===== src/rtl/pipeline_ctrl_pkg.sv =====
// Shared constants for the pipeline controller: FSM state encodings, the
// register-number width and the source/destination match helper.
package pipeline_ctrl_pkg;

    localparam int REG_W = 4;

    typedef enum logic [1:0] {
        RUN     = 2'd0,
        WAIT    = 2'd1,
        RELEASE = 2'd2
    } ctrl_state_e;

    // True when a valid ID source operand names the given destination register.
    function automatic logic srcMatch(
        input logic             useSrc1,
        input logic [REG_W-1:0] src1,
        input logic             twoSrc,
        input logic [REG_W-1:0] src2,
        input logic [REG_W-1:0] dest
    );
        return (useSrc1 && (src1 == dest)) || (twoSrc && (src2 == dest));
    endfunction

endpackage


===== src/rtl/pipeline_ctrl_hazard_detector.sv =====
// Combinational RAW hazard detection for the instruction in ID. With forwarding
// only a load-use needs a stall; without it any pending write in EX/MEM does.
module hazard_detector
    import pipeline_ctrl_pkg::*;
#(
    parameter bit FWD_EN = 1'b1
) (
    input  logic [REG_W-1:0] id_src1_i,
    input  logic [REG_W-1:0] id_src2_i,
    input  logic             id_use_src1_i,
    input  logic             id_two_src_i,
    input  logic [REG_W-1:0] ex_dest_i,
    input  logic [REG_W-1:0] mem_dest_i,
    input  logic             ex_wb_en_i,
    input  logic             mem_wb_en_i,
    input  logic             ex_mem_rd_i,
    output logic             hazard_o
);

    logic exMatch;
    logic memMatch;

    assign exMatch  = srcMatch(id_use_src1_i, id_src1_i, id_two_src_i, id_src2_i, ex_dest_i);
    assign memMatch = srcMatch(id_use_src1_i, id_src1_i, id_two_src_i, id_src2_i, mem_dest_i);

    always_comb begin
        hazard_o = 1'b0;
        if (FWD_EN) begin
            hazard_o = ex_mem_rd_i && ex_wb_en_i && exMatch;
        end else begin
            hazard_o = (ex_wb_en_i && exMatch) || (mem_wb_en_i && memMatch);
        end
    end

endmodule


===== src/rtl/pipeline_ctrl.sv =====
// Central pipeline controller: freezes for multi-cycle SRAM accesses, flushes
// on taken branches, bubbles on RAW hazards and counts stalled cycles.
module pipeline_ctrl
    import pipeline_ctrl_pkg::*;
#(
    parameter int unsigned MEM_CYCLES = 4,
    parameter bit          FWD_EN     = 1'b1,
    parameter int unsigned CNT_W      = 16
) (
    input  logic             clk,
    input  logic             rst,
    input  logic [REG_W-1:0] id_src1_i,
    input  logic [REG_W-1:0] id_src2_i,
    input  logic             id_use_src1_i,
    input  logic             id_two_src_i,
    input  logic [REG_W-1:0] ex_dest_i,
    input  logic [REG_W-1:0] mem_dest_i,
    input  logic             ex_wb_en_i,
    input  logic             mem_wb_en_i,
    input  logic             ex_mem_rd_i,
    input  logic             branch_taken_i,
    input  logic             mem_access_i,
    output logic             pc_ld_o,
    output logic             ifid_ld_o,
    output logic             idex_ld_o,
    output logic             exmem_ld_o,
    output logic             memwb_ld_o,
    output logic             ifid_clr_o,
    output logic             idex_clr_o,
    output logic [CNT_W-1:0] stall_cnt_o
);

    localparam bit MEM_MULTI = (MEM_CYCLES > 1);
    localparam bit MEM_LONG  = (MEM_CYCLES > 2);
    localparam bit MEM_TWO   = (MEM_CYCLES == 2);
    localparam int WAIT_W    = (MEM_CYCLES > 3) ? $clog2(MEM_CYCLES - 2) : 1;
    localparam int WAIT_LOAD = (MEM_CYCLES > 2) ? int'(MEM_CYCLES) - 3 : 0;

    ctrl_state_e       state_q;
    logic [WAIT_W-1:0] waitCnt_q;
    logic [CNT_W-1:0]  stallCnt_q;
    logic [CNT_W-1:0]  stallCnt_d;
    logic              hazard;
    logic              frozen;

    hazard_detector #(
        .FWD_EN(FWD_EN)
    ) u_hazard (
        .id_src1_i     (id_src1_i),
        .id_src2_i     (id_src2_i),
        .id_use_src1_i (id_use_src1_i),
        .id_two_src_i  (id_two_src_i),
        .ex_dest_i     (ex_dest_i),
        .mem_dest_i    (mem_dest_i),
        .ex_wb_en_i    (ex_wb_en_i),
        .mem_wb_en_i   (mem_wb_en_i),
        .ex_mem_rd_i   (ex_mem_rd_i),
        .hazard_o      (hazard)
    );

    // RELEASE ignores mem_access so the held instruction can leave MEM.
    always_ff @(posedge clk or posedge rst) begin
        if (rst) begin
            state_q   <= RUN;
            waitCnt_q <= '0;
        end else begin
            case (state_q)
                RUN: begin
                    if (mem_access_i && MEM_LONG) begin
                        state_q   <= WAIT;
                        waitCnt_q <= WAIT_W'(WAIT_LOAD);
                    end else if (mem_access_i && MEM_TWO) begin
                        state_q <= RELEASE;
                    end
                end
                WAIT: begin
                    if (waitCnt_q == '0) begin
                        state_q <= RELEASE;
                    end else begin
                        waitCnt_q <= waitCnt_q - 1'b1;
                    end
                end
                RELEASE: state_q <= RUN;
                default: state_q <= RUN;
            endcase
        end
    end

    assign frozen = ((state_q == RUN) && mem_access_i && MEM_MULTI) || (state_q == WAIT);

    always_comb begin
        pc_ld_o    = 1'b0;
        ifid_ld_o  = 1'b0;
        idex_ld_o  = 1'b0;
        exmem_ld_o = 1'b0;
        memwb_ld_o = 1'b0;
        ifid_clr_o = 1'b0;
        idex_clr_o = 1'b0;
        if (!rst && !frozen) begin
            idex_ld_o  = 1'b1;
            exmem_ld_o = 1'b1;
            memwb_ld_o = 1'b1;
            // A branch flushes ID anyway, so it overrides any hazard bubble.
            if (branch_taken_i) begin
                pc_ld_o    = 1'b1;
                ifid_ld_o  = 1'b1;
                ifid_clr_o = 1'b1;
                idex_clr_o = 1'b1;
            end else if (hazard) begin
                idex_clr_o = 1'b1;
            end else begin
                pc_ld_o   = 1'b1;
                ifid_ld_o = 1'b1;
            end
        end
    end

    always_comb begin
        stallCnt_d = stallCnt_q;
        if (!pc_ld_o && (stallCnt_q != {CNT_W{1'b1}})) begin
            stallCnt_d = stallCnt_q + 1'b1;
        end
    end

    always_ff @(posedge clk or posedge rst) begin
        if (rst) begin
            stallCnt_q <= '0;
        end else begin
            stallCnt_q <= stallCnt_d;
        end
    end

    assign stall_cnt_o = stallCnt_q;

endmodule


===== config.mk =====
export PLATFORM = sky130hd
export DESIGN_NAME = pipeline_ctrl
export DESIGN_NICKNAME = d
export VERILOG_FILES = /design/src/rtl/pipeline_ctrl_pkg.sv /design/src/rtl/pipeline_ctrl_hazard_detector.sv /design/src/rtl/pipeline_ctrl.sv
export SDC_FILE = /design/constraint.sdc
export NUM_CORES = 1
export LEC_CHECK = 0
export ABC_AREA = 1
export CORE_MARGIN = 2
export CORE_UTILIZATION = 44
export CTS_CLUSTER_DIAMETER = 200
export DETAILED_ROUTE_END_ITERATION = 6
export PLACE_DENSITY = 0.86
export SLEW_MARGIN = 30
export SYNTH_ARGS = -nofsm -noshare
export SYNTH_HDL_FRONTEND = slang
export SYNTH_SLANG_ARGS = --single-unit

===== constraint.sdc =====
create_clock -name clk -period 2.3 [get_ports clk]
set_input_delay 0.69 -clock clk [delete_from_list [all_inputs] [get_ports clk]]
set_output_delay 0.69 -clock clk [all_outputs]
set_load 0.02 [all_outputs]

==> flow_metrics.tcl, run 1 <==
set metrics [dict create \
    path_class "input port to primary output" \
    final_layout_size_suffix_gt1_share_pct 27.90 \
    status "finished, violations left" \
    clkSlewWorstSetupHoldPaths_ps 100 \
    dp_cells 260 \
    syn_avg_cell_area_um2 7.231 \
    grt_max_degree 24 \
    coreArea_mm2 0.002978 \
    violations "negative setup slack" \
    drt-pass1-iter-count 4 \
    grt_pass1_wl_um 4885 \
    p_per_area_mw_per_mm2 768.6 \
    hold_viol_final 0 \
    holdWs_ps 429.5 \
    syn_area_mm2 0.001345 \
    combPwrFrac_pct 51.6 \
    nFillCells 245 \
    ir_drop_uv 474.1 \
    dieHeight_um 59.29 \
    die_area_mm2 0.003515 \
    dpl_worst_slack_ps -840.1 \
    p_leak_nw 0.9398 \
    p_sw_uw 599.0 \
    drc 0 \
    cts_hold_buf 0 \
    die_w_um 59.29 \
    seqPwrFrac_pct 36.0 \
    start_util_pct 45.17 \
    synth_cell_types 26 \
    clockBufferDepth 2 \
    place.gp.congestion 0.7641 \
    intPower_uw 811.7 \
    ioPinCount 48 \
    drt_first_iter_violations 37 \
    final_cell_mix "nand2_1, nand3_1, inv_1, dfrtp_1, clkdlybuf4s50_1" \
    synth_cells 186 \
    drv_slew 0 \
    worst_pin_slew_ps 316.6 \
    multi_input_area_um2 739.5 \
    setup_tns_ps -13.61 \
    final_area_mm2 0.001836 \
    ys_seq_elements 19 \
    skew_ps 10.14 \
    via_per_inst 4.827 \
    areaGrowthSynthToFinish_pct 36.47 \
    ant_nets 0 \
    port_buffers 42 \
    startpoint_type "input port" \
    layout_commonest_cell "nand2_1" \
    worstPathRequired_ps 1610 \
    max_cap_violations 0 \
    cts_tree "built" \
    grt_setup_unrepaired "true" \
    fin_nets 260 \
    yosysSeqAreaShare_pct 35.35 \
    rows 20 \
    cts_sinks 19 \
    antenna_found_initial 0 \
    grt_pass1_vias 1136 \
    clkPwrFrac_pct 12.5 \
    placed_cell_area_mm2 0.001803 \
    wl_um 2941 \
    cp_max_fo 3 \
    arrival_ps 1620 \
    swShare_pct 42.46 \
    fin_crit_ps 2307 \
    layout_setup_ws_ps -6.830 \
    grt_usage_pct 18.13 \
    min_path_type "flip-flop to flip-flop" \
    numCtsBuffers 3 \
    slew_headroom_pct 78.72 \
    regArea_um2 475.5 \
    setup_violations 2 \
    antenna_cells 0 \
    yosysWarnings 0 \
    fmax_ghz 0.4335 \
    syn-num-nets 212 \
    grt_overflow 0 \
    hpwlAfterDp_um 2213 \
    setup.worst_path.end_class "primary output" \
    instances_no_fill 266 \
    routedWlPerCell_um 11.06 \
    period_share_pct 100.3 \
    root_buffer "clkbuf_4" \
    vias 1284 \
    h-tree-depth 1 \
    clkLatencyLatePin_ps 310 \
]
-- Yosys cell counts --
master	number	area share, %
a21oi_1	3	1.1
a22oi_1	1	0.56
and2_4	1	0.65
buf_2	1	0.37
buf_4	3	1.7
buf_6	2	1.7
clkinv_1	1	0.28
dfrtp_1	19	35
ha_1	1	0.93
inv_1	26	7.3
inv_2	2	0.56
nand2_1	63	18
nand2_2	3	1.4
nand2_4	1	0.84
nand3_1	21	7.8
nand3_2	4	3.0
nand4_4	1	1.6
nor2_1	12	3.3
nor2_2	4	1.9
nor2_4	1	0.84
nor3_1	2	0.74
nor3_2	1	0.74
nor3_4	2	2.4
nor4_2	1	0.93
xnor2_1	4	2.6
xor2_1	6	3.9
-- routing by layer --
metal  GRT usage (%)  wire [um]
met1           22.36       1309
met4           6.169         45
met5               0          0
met2           30.14       1477
met3           5.240        108
-- power groups by stage --
| stage | Sequential (mW) | Clock [mW] | Combinational (mW) |
|---|---|---|---|
| after detailed placement | 0.512 | 0 | 0.724 |
| after global placement | 0.508 | 0 | 0.707 |
| after floorplan | 0.563 | 0 | 0.407 |
| after global routing | 0.522 | 0.194 | 0.795 |
| after CTS | 0.507 | 0.180 | 0.713 |
| final | 0.507 | 0.176 | 0.727 |
-- final timing paths --
check / start / end / slack (ps) / cells after the start
min: waitCnt_q$_DFFE_PP0P_ / state_q[1]$_DFFE_PP0P_ / 430 / 1
max reg2reg: state_q[0]$_DFFE_PP0P_ / stall_cnt_o[4]$_DFFE_PP0P_ / 560 / 12
max: ex_dest_i[1] / pc_ld_o / -7 / 10
min in group asynchronous: rst / stall_cnt_o[6]$_DFFE_PP0P_ / 570 / 3
max in group asynchronous: rst / stall_cnt_o[1]$_DFFE_PP0P_ / 1510 / 3
min reg2reg: waitCnt_q$_DFFE_PP0P_ / state_q[1]$_DFFE_PP0P_ / 430 / 1
-- what timing repair did --
item / in CTS / in global routing
resized for setup: 93 / 17
setup endpoints to repair: 7 / 3
buffers inserted: 1 / 1
pin swaps: 23 / 17
-- layout make-up --
| type | count | area share (%) |
|---|---|---|
| Clock buffer | 4 | 1.431 |
| Multi-Input combinational cell | 132 | 40.29 |
| Tap cell | 33 | 2.249 |
| Inverter | 29 | 6.271 |
| Timing Repair Buffer | 49 | 23.86 |
| Sequential cell | 19 | 25.90 |
-- worst max-delay path, cell delays in order --
cell and delay, ps:
buf_8 100, nand2_1 70, nand2_1 50, nor2_1 90, nand3_1 110, nand2_2 100
nand3_2 90, nand2_4 90, clkinvlp_4 90, buf_6 130
-- logic make-up (layout without fill, tap and decap cells) --
| logic type | after synthesis | in the layout | synth area share, % |
|---|---|---|---|
| fa+ha+maj | 1 | 1 | 0.9301 |
| compound gates | 4 | 4 | 1.674 |
| flops | 19 | 19 | 35.35 |
| xor+xnor | 10 | 10 | 6.511 |
| buf+inv | 35 | 82 | 11.81 |
| simple gates | 117 | 117 | 43.72 |
-- flip-flops by register name, indices dropped and copies added, names as in the netlist --
register and cells:
stall_cnt_o 16, state_q 2, waitCnt_q 1
-- through the flow --
step	util (%)	total power, mW
after floorplan	-	0.9698
after global placement	60.55	1.215
after detailed placement	60.55	1.236
after CTS	59.83	1.400
after global routing	61.64	1.512
final	61.64	1.411
Note: power is estimated with default switching activity, not from simulation.
==> inputs of run 2 (changes only) <==
--- a/config.mk
+++ b/config.mk
@@ -11,7 +11,7 @@
 export CTS_CLUSTER_DIAMETER = 200
 export DETAILED_ROUTE_END_ITERATION = 6
 export PLACE_DENSITY = 0.86
-export SLEW_MARGIN = 30
 export SYNTH_ARGS = -nofsm -noshare
 export SYNTH_HDL_FRONTEND = slang
 export SYNTH_SLANG_ARGS = --single-unit
+export TNS_END_PERCENT = 5
==> results of run 2 <==
Same layout as run 1: the final DEF is identical, and so are final timing and power.
